`config.mk`:
```
export PLATFORM = sky130hd
export DESIGN_NAME = aes_key_iterator
export DESIGN_NICKNAME = d
export VERILOG_FILES = /design/src/rtl/aes_key_iterator.sv
export SDC_FILE = /design/constraint.sdc
export NUM_CORES = 2
export LEC_CHECK = 0
export BUFFER_PORTS_ARGS = -buffer_cell sky130_fd_sc_hd__buf_2
export CAP_MARGIN = 15
export CORE_MARGIN = 4
export CORE_UTILIZATION = 55
export DETAILED_ROUTE_END_ITERATION = 10
export PLACE_DENSITY = 0.76
export SLEW_MARGIN = 25
export SYNTH_ARGS = -nofsm -noshare
export SYNTH_HDL_FRONTEND = slang
export SYNTH_SLANG_ARGS = --single-unit
```
`constraint.sdc`:
```
create_clock -name clk -period 36.2 [get_ports clk]
set_input_delay 1.81 -clock clk [delete_from_list [all_inputs] [get_ports clk]]
set_output_delay 1.81 -clock clk [all_outputs]
set_load 0.01 [all_outputs]
```
`src/rtl/aes_key_iterator.sv`:
```
// AES-128 round-key iterator: steps the key schedule one round per clock,
// forward from rk0 or in reverse from rk10, with an automatic run to rk10.

module aes_sbox (
    input  logic [7:0] in_byte,
    input  logic       dec,
    output logic [7:0] out_byte
);
    function automatic logic [7:0] gf_mul(input logic [7:0] a, input logic [7:0] b);
        logic [7:0] p;
        logic [7:0] x;
        p = 8'h00;
        x = a;
        for (int i = 0; i < 8; i++) begin
            if (b[i]) p = p ^ x;
            x = {x[6:0], 1'b0} ^ (x[7] ? 8'h1b : 8'h00);
        end
        return p;
    endfunction

    // a^254 is the multiplicative inverse in GF(2^8), and maps 0 to 0
    function automatic logic [7:0] gf_inv(input logic [7:0] a);
        logic [7:0] sq;
        logic [7:0] r;
        sq = a;
        r  = 8'h01;
        for (int i = 1; i < 8; i++) begin
            sq = gf_mul(sq, sq);
            r  = gf_mul(r, sq);
        end
        return r;
    endfunction

    function automatic logic [7:0] rotl(input logic [7:0] v, input int n);
        logic [15:0] d;
        d = {v, v} << n;
        return d[15:8];
    endfunction

    logic [7:0] fwd_inv;
    logic [7:0] inv_aff;

    always_comb begin
        fwd_inv  = gf_inv(in_byte);
        inv_aff  = rotl(in_byte, 1) ^ rotl(in_byte, 3) ^ rotl(in_byte, 6) ^ 8'h05;
        out_byte = fwd_inv ^ rotl(fwd_inv, 1) ^ rotl(fwd_inv, 2) ^ rotl(fwd_inv, 3)
                 ^ rotl(fwd_inv, 4) ^ 8'h63;
        if (dec) out_byte = gf_inv(inv_aff);
    end
endmodule

module aes_key_iterator (
    input  logic         clk,
    input  logic         rst,
    input  logic         load_i,
    input  logic [127:0] key_i,
    input  logic         dec_i,
    input  logic         next_i,
    input  logic         calc_last_i,
    output logic [127:0] rk_o,
    output logic [3:0]   rnd_o,
    output logic         key_valid_o,
    output logic         busy_o,
    output logic         done_o
);
    // state | meaning
    // IDLE  | no key loaded
    // HOLD  | key valid, waiting for next_i / calc_last_i
    // AUTO  | forward stepping one round per cycle until round 10
    typedef enum logic [1:0] {IDLE, HOLD, AUTO} state_t;

    state_t       state, state_nx;
    logic [127:0] rk, rk_nx;
    logic [3:0]   rnd, rnd_nx;
    logic         dir, dir_nx;
    logic         done_r, done_nx;

    logic [31:0]  w0, w1, w2, w3, p3, sbox_in, rot_w, sub_w;
    logic [3:0]   rcon_idx;
    logic [7:0]   rcon;
    logic [127:0] fwd_key, rev_key, step_key;

    function automatic logic [7:0] rcon_of(input logic [3:0] r);
        case (r)
            4'd1:    return 8'h01;
            4'd2:    return 8'h02;
            4'd3:    return 8'h04;
            4'd4:    return 8'h08;
            4'd5:    return 8'h10;
            4'd6:    return 8'h20;
            4'd7:    return 8'h40;
            4'd8:    return 8'h80;
            4'd9:    return 8'h1b;
            4'd10:   return 8'h36;
            default: return 8'h00;
        endcase
    endfunction

    assign w0 = rk[127:96];
    assign w1 = rk[95:64];
    assign w2 = rk[63:32];
    assign w3 = rk[31:0];
    // in reverse, the previous w3 is recovered as w7^w6 before SubWord
    assign p3       = w3 ^ w2;
    assign sbox_in  = dir ? p3 : w3;
    assign rot_w    = {sbox_in[23:0], sbox_in[31:24]};
    assign rcon_idx = dir ? rnd : rnd + 4'd1;
    assign rcon     = rcon_of(rcon_idx);

    for (genvar i = 0; i < 4; i++) begin : g_sbox
        aes_sbox u_sbox (
            .in_byte  (rot_w[8*i +: 8]),
            .dec      (1'b0),
            .out_byte (sub_w[8*i +: 8])
        );
    end

    always_comb begin
        logic [31:0] t, n0, n1, n2;
        t  = sub_w ^ {rcon, 24'h0};
        n0 = w0 ^ t;
        n1 = n0 ^ w1;
        n2 = n1 ^ w2;
        fwd_key  = {n0, n1, n2, n2 ^ w3};
        rev_key  = {w0 ^ sub_w ^ {rcon, 24'h0}, w1 ^ w0, w2 ^ w1, p3};
        step_key = dir ? rev_key : fwd_key;
    end

    always_comb begin
        state_nx = state;
        rk_nx    = rk;
        rnd_nx   = rnd;
        dir_nx   = dir;
        done_nx  = 1'b0;
        if (load_i) begin
            rk_nx    = key_i;
            rnd_nx   = dec_i ? 4'd10 : 4'd0;
            dir_nx   = dec_i;
            state_nx = HOLD;
        end else begin
            case (state)
                HOLD: begin
                    if (calc_last_i) begin
                        if (!dir && rnd < 4'd10) state_nx = AUTO;
                        else if (!dir)           done_nx  = 1'b1;
                    end else if (next_i) begin
                        if (!dir && rnd < 4'd10) begin
                            rk_nx  = step_key;
                            rnd_nx = rnd + 4'd1;
                        end else if (dir && rnd > 4'd0) begin
                            rk_nx  = step_key;
                            rnd_nx = rnd - 4'd1;
                        end
                    end
                end
                AUTO: begin
                    rk_nx  = step_key;
                    rnd_nx = rnd + 4'd1;
                    if (rnd == 4'd9) begin
                        state_nx = HOLD;
                        done_nx  = 1'b1;
                    end
                end
                default: ;
            endcase
        end
    end

    always_ff @(posedge clk or posedge rst) begin
        if (rst) begin
            state  <= IDLE;
            rk     <= '0;
            rnd    <= '0;
            dir    <= 1'b0;
            done_r <= 1'b0;
        end else begin
            state  <= state_nx;
            rk     <= rk_nx;
            rnd    <= rnd_nx;
            dir    <= dir_nx;
            done_r <= done_nx;
        end
    end

    assign rk_o        = rk;
    assign rnd_o       = rnd;
    assign key_valid_o = (state != IDLE);
    assign busy_o      = (state == AUTO);
    assign done_o      = done_r;
endmodule

```
==> run summary <==
Status - finished clean
Clock skew - 30.02 ps
Synth area leader - xnor2_1
Total core area - 123600 um2
Die X - 360.8 um
Post-CTS Setup Repair Bufs - 0
Synth warn - 0
Post-route cell area - 71800 um2
Routed vias - 65150
First-pass detailed-route iteration total - 6
Max-cap viol count - 0
Hold Fails Final Rpt - 0
Iteration-0 DRC Markers - 7707
HP Class - reg -> reg
Area Overhead vs Synth - 4.885%
H-tree depth - 4
Placed Cells - 10430
Synth top area share - 20.93%
Share of cells above drive strength 1 - 11.76%
Max transition margin - 24.30%
Crit. End Element - flip-flop
Port Buffers - 268
Crit path required time - 36650 ps
Max incr delay on CP - 780 ps
Number of enable flip-flop cells after synthesis - 0
Die area - 130200 um2
WL per Instance - 20.78 um
Final nets - 8977
Hpwl dp - 160.8 mm
Final ANT Viol Nets - 0
GR Overflow Total - 0
Clock buffer depth - 2
RSZ-0062 raised after global routing - false
Synth cell count leaders - xnor2_1, nor2_1, nand2_1
Most instantiated library cell after synthesis - xnor2_1
#FFs+latches synth - 136
Reg clk slew, reported paths - 90 ps
Final WL - 217.5 mm
Setup crit start kind - flip-flop
Cts repair resizes - 0
Later-pin clock latency in the skew report - 560 ps
Final period utilization - 60.13%
All-Layer GR Usage - 31.73%
Final Non-Filler Cells - 10470
Crit-path max FO - 59
Syn_area_per_cell - 7.661 um2
Seq/Total Area, Yosys - 4.971%
Initial antenna violation count - 13
Final Slew Violations - 0
Vias per cell - 6.224
Cell Area, Synth - 68460 um2
Number of global-route vias before repair - 60100
IO Count - 269
Site row count - 129
Syn Inst Count - 8936
CTS Buf Count - 17
Clock root cell - clkbuf_16
CTS tree - built
First-pass GRT wire length - 340.4 mm
Worst path slowest cell - dfrtp_4
Max Freq - 45.94 MHz
Post-layout minimum cycle time - 21770 ps
R2r setup slk - 14430 ps
Placer Congestion - 0.9762
# fillers - 11270
Place WS - 14670 ps
Placed cell area - 71120 um2
Hold Buf Count CTS - 0
Final setup slack of the worst path - 14430 ps
Crit path kind - reg -> reg
Critical Path AT - 22210 ps
Most frequent CP cell - xnor2_1
Most used DFF post-synth - dfrtp_1
Die Ht - 360.8 um
Top cells by area, synth - xnor2_1, xnor3_1, xor2_1, nor2_1, nand2_1
Clock Sink Count - 136
Worst-Margin Slew - 1130 ps
Async SR Flop Fraction - 100.0%
DRC - 0
Setup violators final - 0
Initial Utilization - 55.37%
Final TNS setup - 0 ps
Post-Syn Nets - 9099
Largest net degree at the start of global routing - 95
Post-synth cell types - 124
## layer usage
metal | part of all wire (%) | vias to the layer above | track usage (%) | wire length [um]
li1 | - | 30300 | - | -
met3 | 11 | 488 | 6.033 | 22940
met4 | 3.5 | 6 | 10.78 | 7634
met5 | 0.016 | - | 0 | 34
met1 | 42 | 31080 | 44.13 | 90590
met2 | 44 | 3278 | 49.40 | 96300
## path summary, 6_finish.rpt
path	to	start	depth (start not counted)
max in group asynchronous	rk_o[91]$_DFFE_PP0P_	rst	3
setup / recovery	rk_o[15]$_DFFE_PP0P_	dir$_DFFE_PP0P_	60
hold / removal	state[0]$_DFFE_PP0P_	state[0]$_DFFE_PP0P_	1
min in group asynchronous	rk_o[47]$_DFFE_PP0P_	rst	2
setup reg to reg	rk_o[15]$_DFFE_PP0P_	dir$_DFFE_PP0P_	60
hold reg to reg	state[0]$_DFFE_PP0P_	state[0]$_DFFE_PP0P_	1
## layout by cell type (no fill, tap or decap), types with 50 or more instances in the layout
cell type  instances
a32oi_1           50
inv_1             99
xnor2_2          125
a21oi_1          494
o22ai_1          125
a22oi_1           65
xor3_1            60
o211ai_1          53
nor2_1          1185
and2_1            63
nor3_1           176
buf_2            267
or3_1             61
buf_4            227
nand2b_1         110
nand2_1          952
mux2_2           123
xnor2_1         1590
xor2_2            63
xor2_1           559
o21ai_1           58
nor2b_1           65
dfrtp_1          135
mux2i_1          226
o21ai_0          477
a31oi_1           65
nand3_1          156
xnor3_1          340
a211oi_1          66
## layout make-up
type                    instances  area [um2]  area share (%)
inverters                     126       480.5          0.6691
well taps                    1637        2048           2.853
multi-input cells            8038       62190           86.61
clock inverters                13       167.7          0.2335
flip-flops and latches        136        3407           4.745
repair buffers                495        3054           4.254
diodes                          6       15.01         0.02091
clock buffers                  18       439.2          0.6116
## metrics by stage
step,util [%],hold slack [ps]
after floorplan,-,488.4
after global placement,57.49,510.1
after detailed placement,57.52,519.2
after CTS,58.01,534.4
after global routing,58.07,582.9
final,58.08,539.1
## sequential cells by signal (all words and copies together) (netlist names)
register and cells:
rk_o 128, state 2, rnd_o 4, dir 1, done_o 1
## cells by family (layout without fill, tap and decap cells)
| group | Yosys count | after routing | synth area share [%] |
|---|---|---|---|
| adders and majority gates | 30 | 30 | 0.5447 |
| DFF | 136 | 136 | 4.971 |
| xor gates and xnor gates | 2822 | 2822 | 47.72 |
| buffers and inverters | 762 | 652 | 4.931 |
| other | 0 | 6 | 0 |
| and+or+nand+nor | 2983 | 2983 | 19.14 |
| muxes | 362 | 362 | 5.649 |
| AOI/OAI and AO/OA | 1841 | 1841 | 17.04 |
## worst max-delay path: cells and delay by family, from the launching register on
family / cells / cell delay, ps
xor+xnor: 38 / 14770
buf+inv: 6 / 2220
simple gates: 9 / 1440
fa+ha+maj: 2 / 1180
compound gates: 4 / 890
flops: 1 / 780
mux: 1 / 280
Power is not shown: default switching activity piles up to over one toggle a cycle in this logic, so the estimate is an artifact.
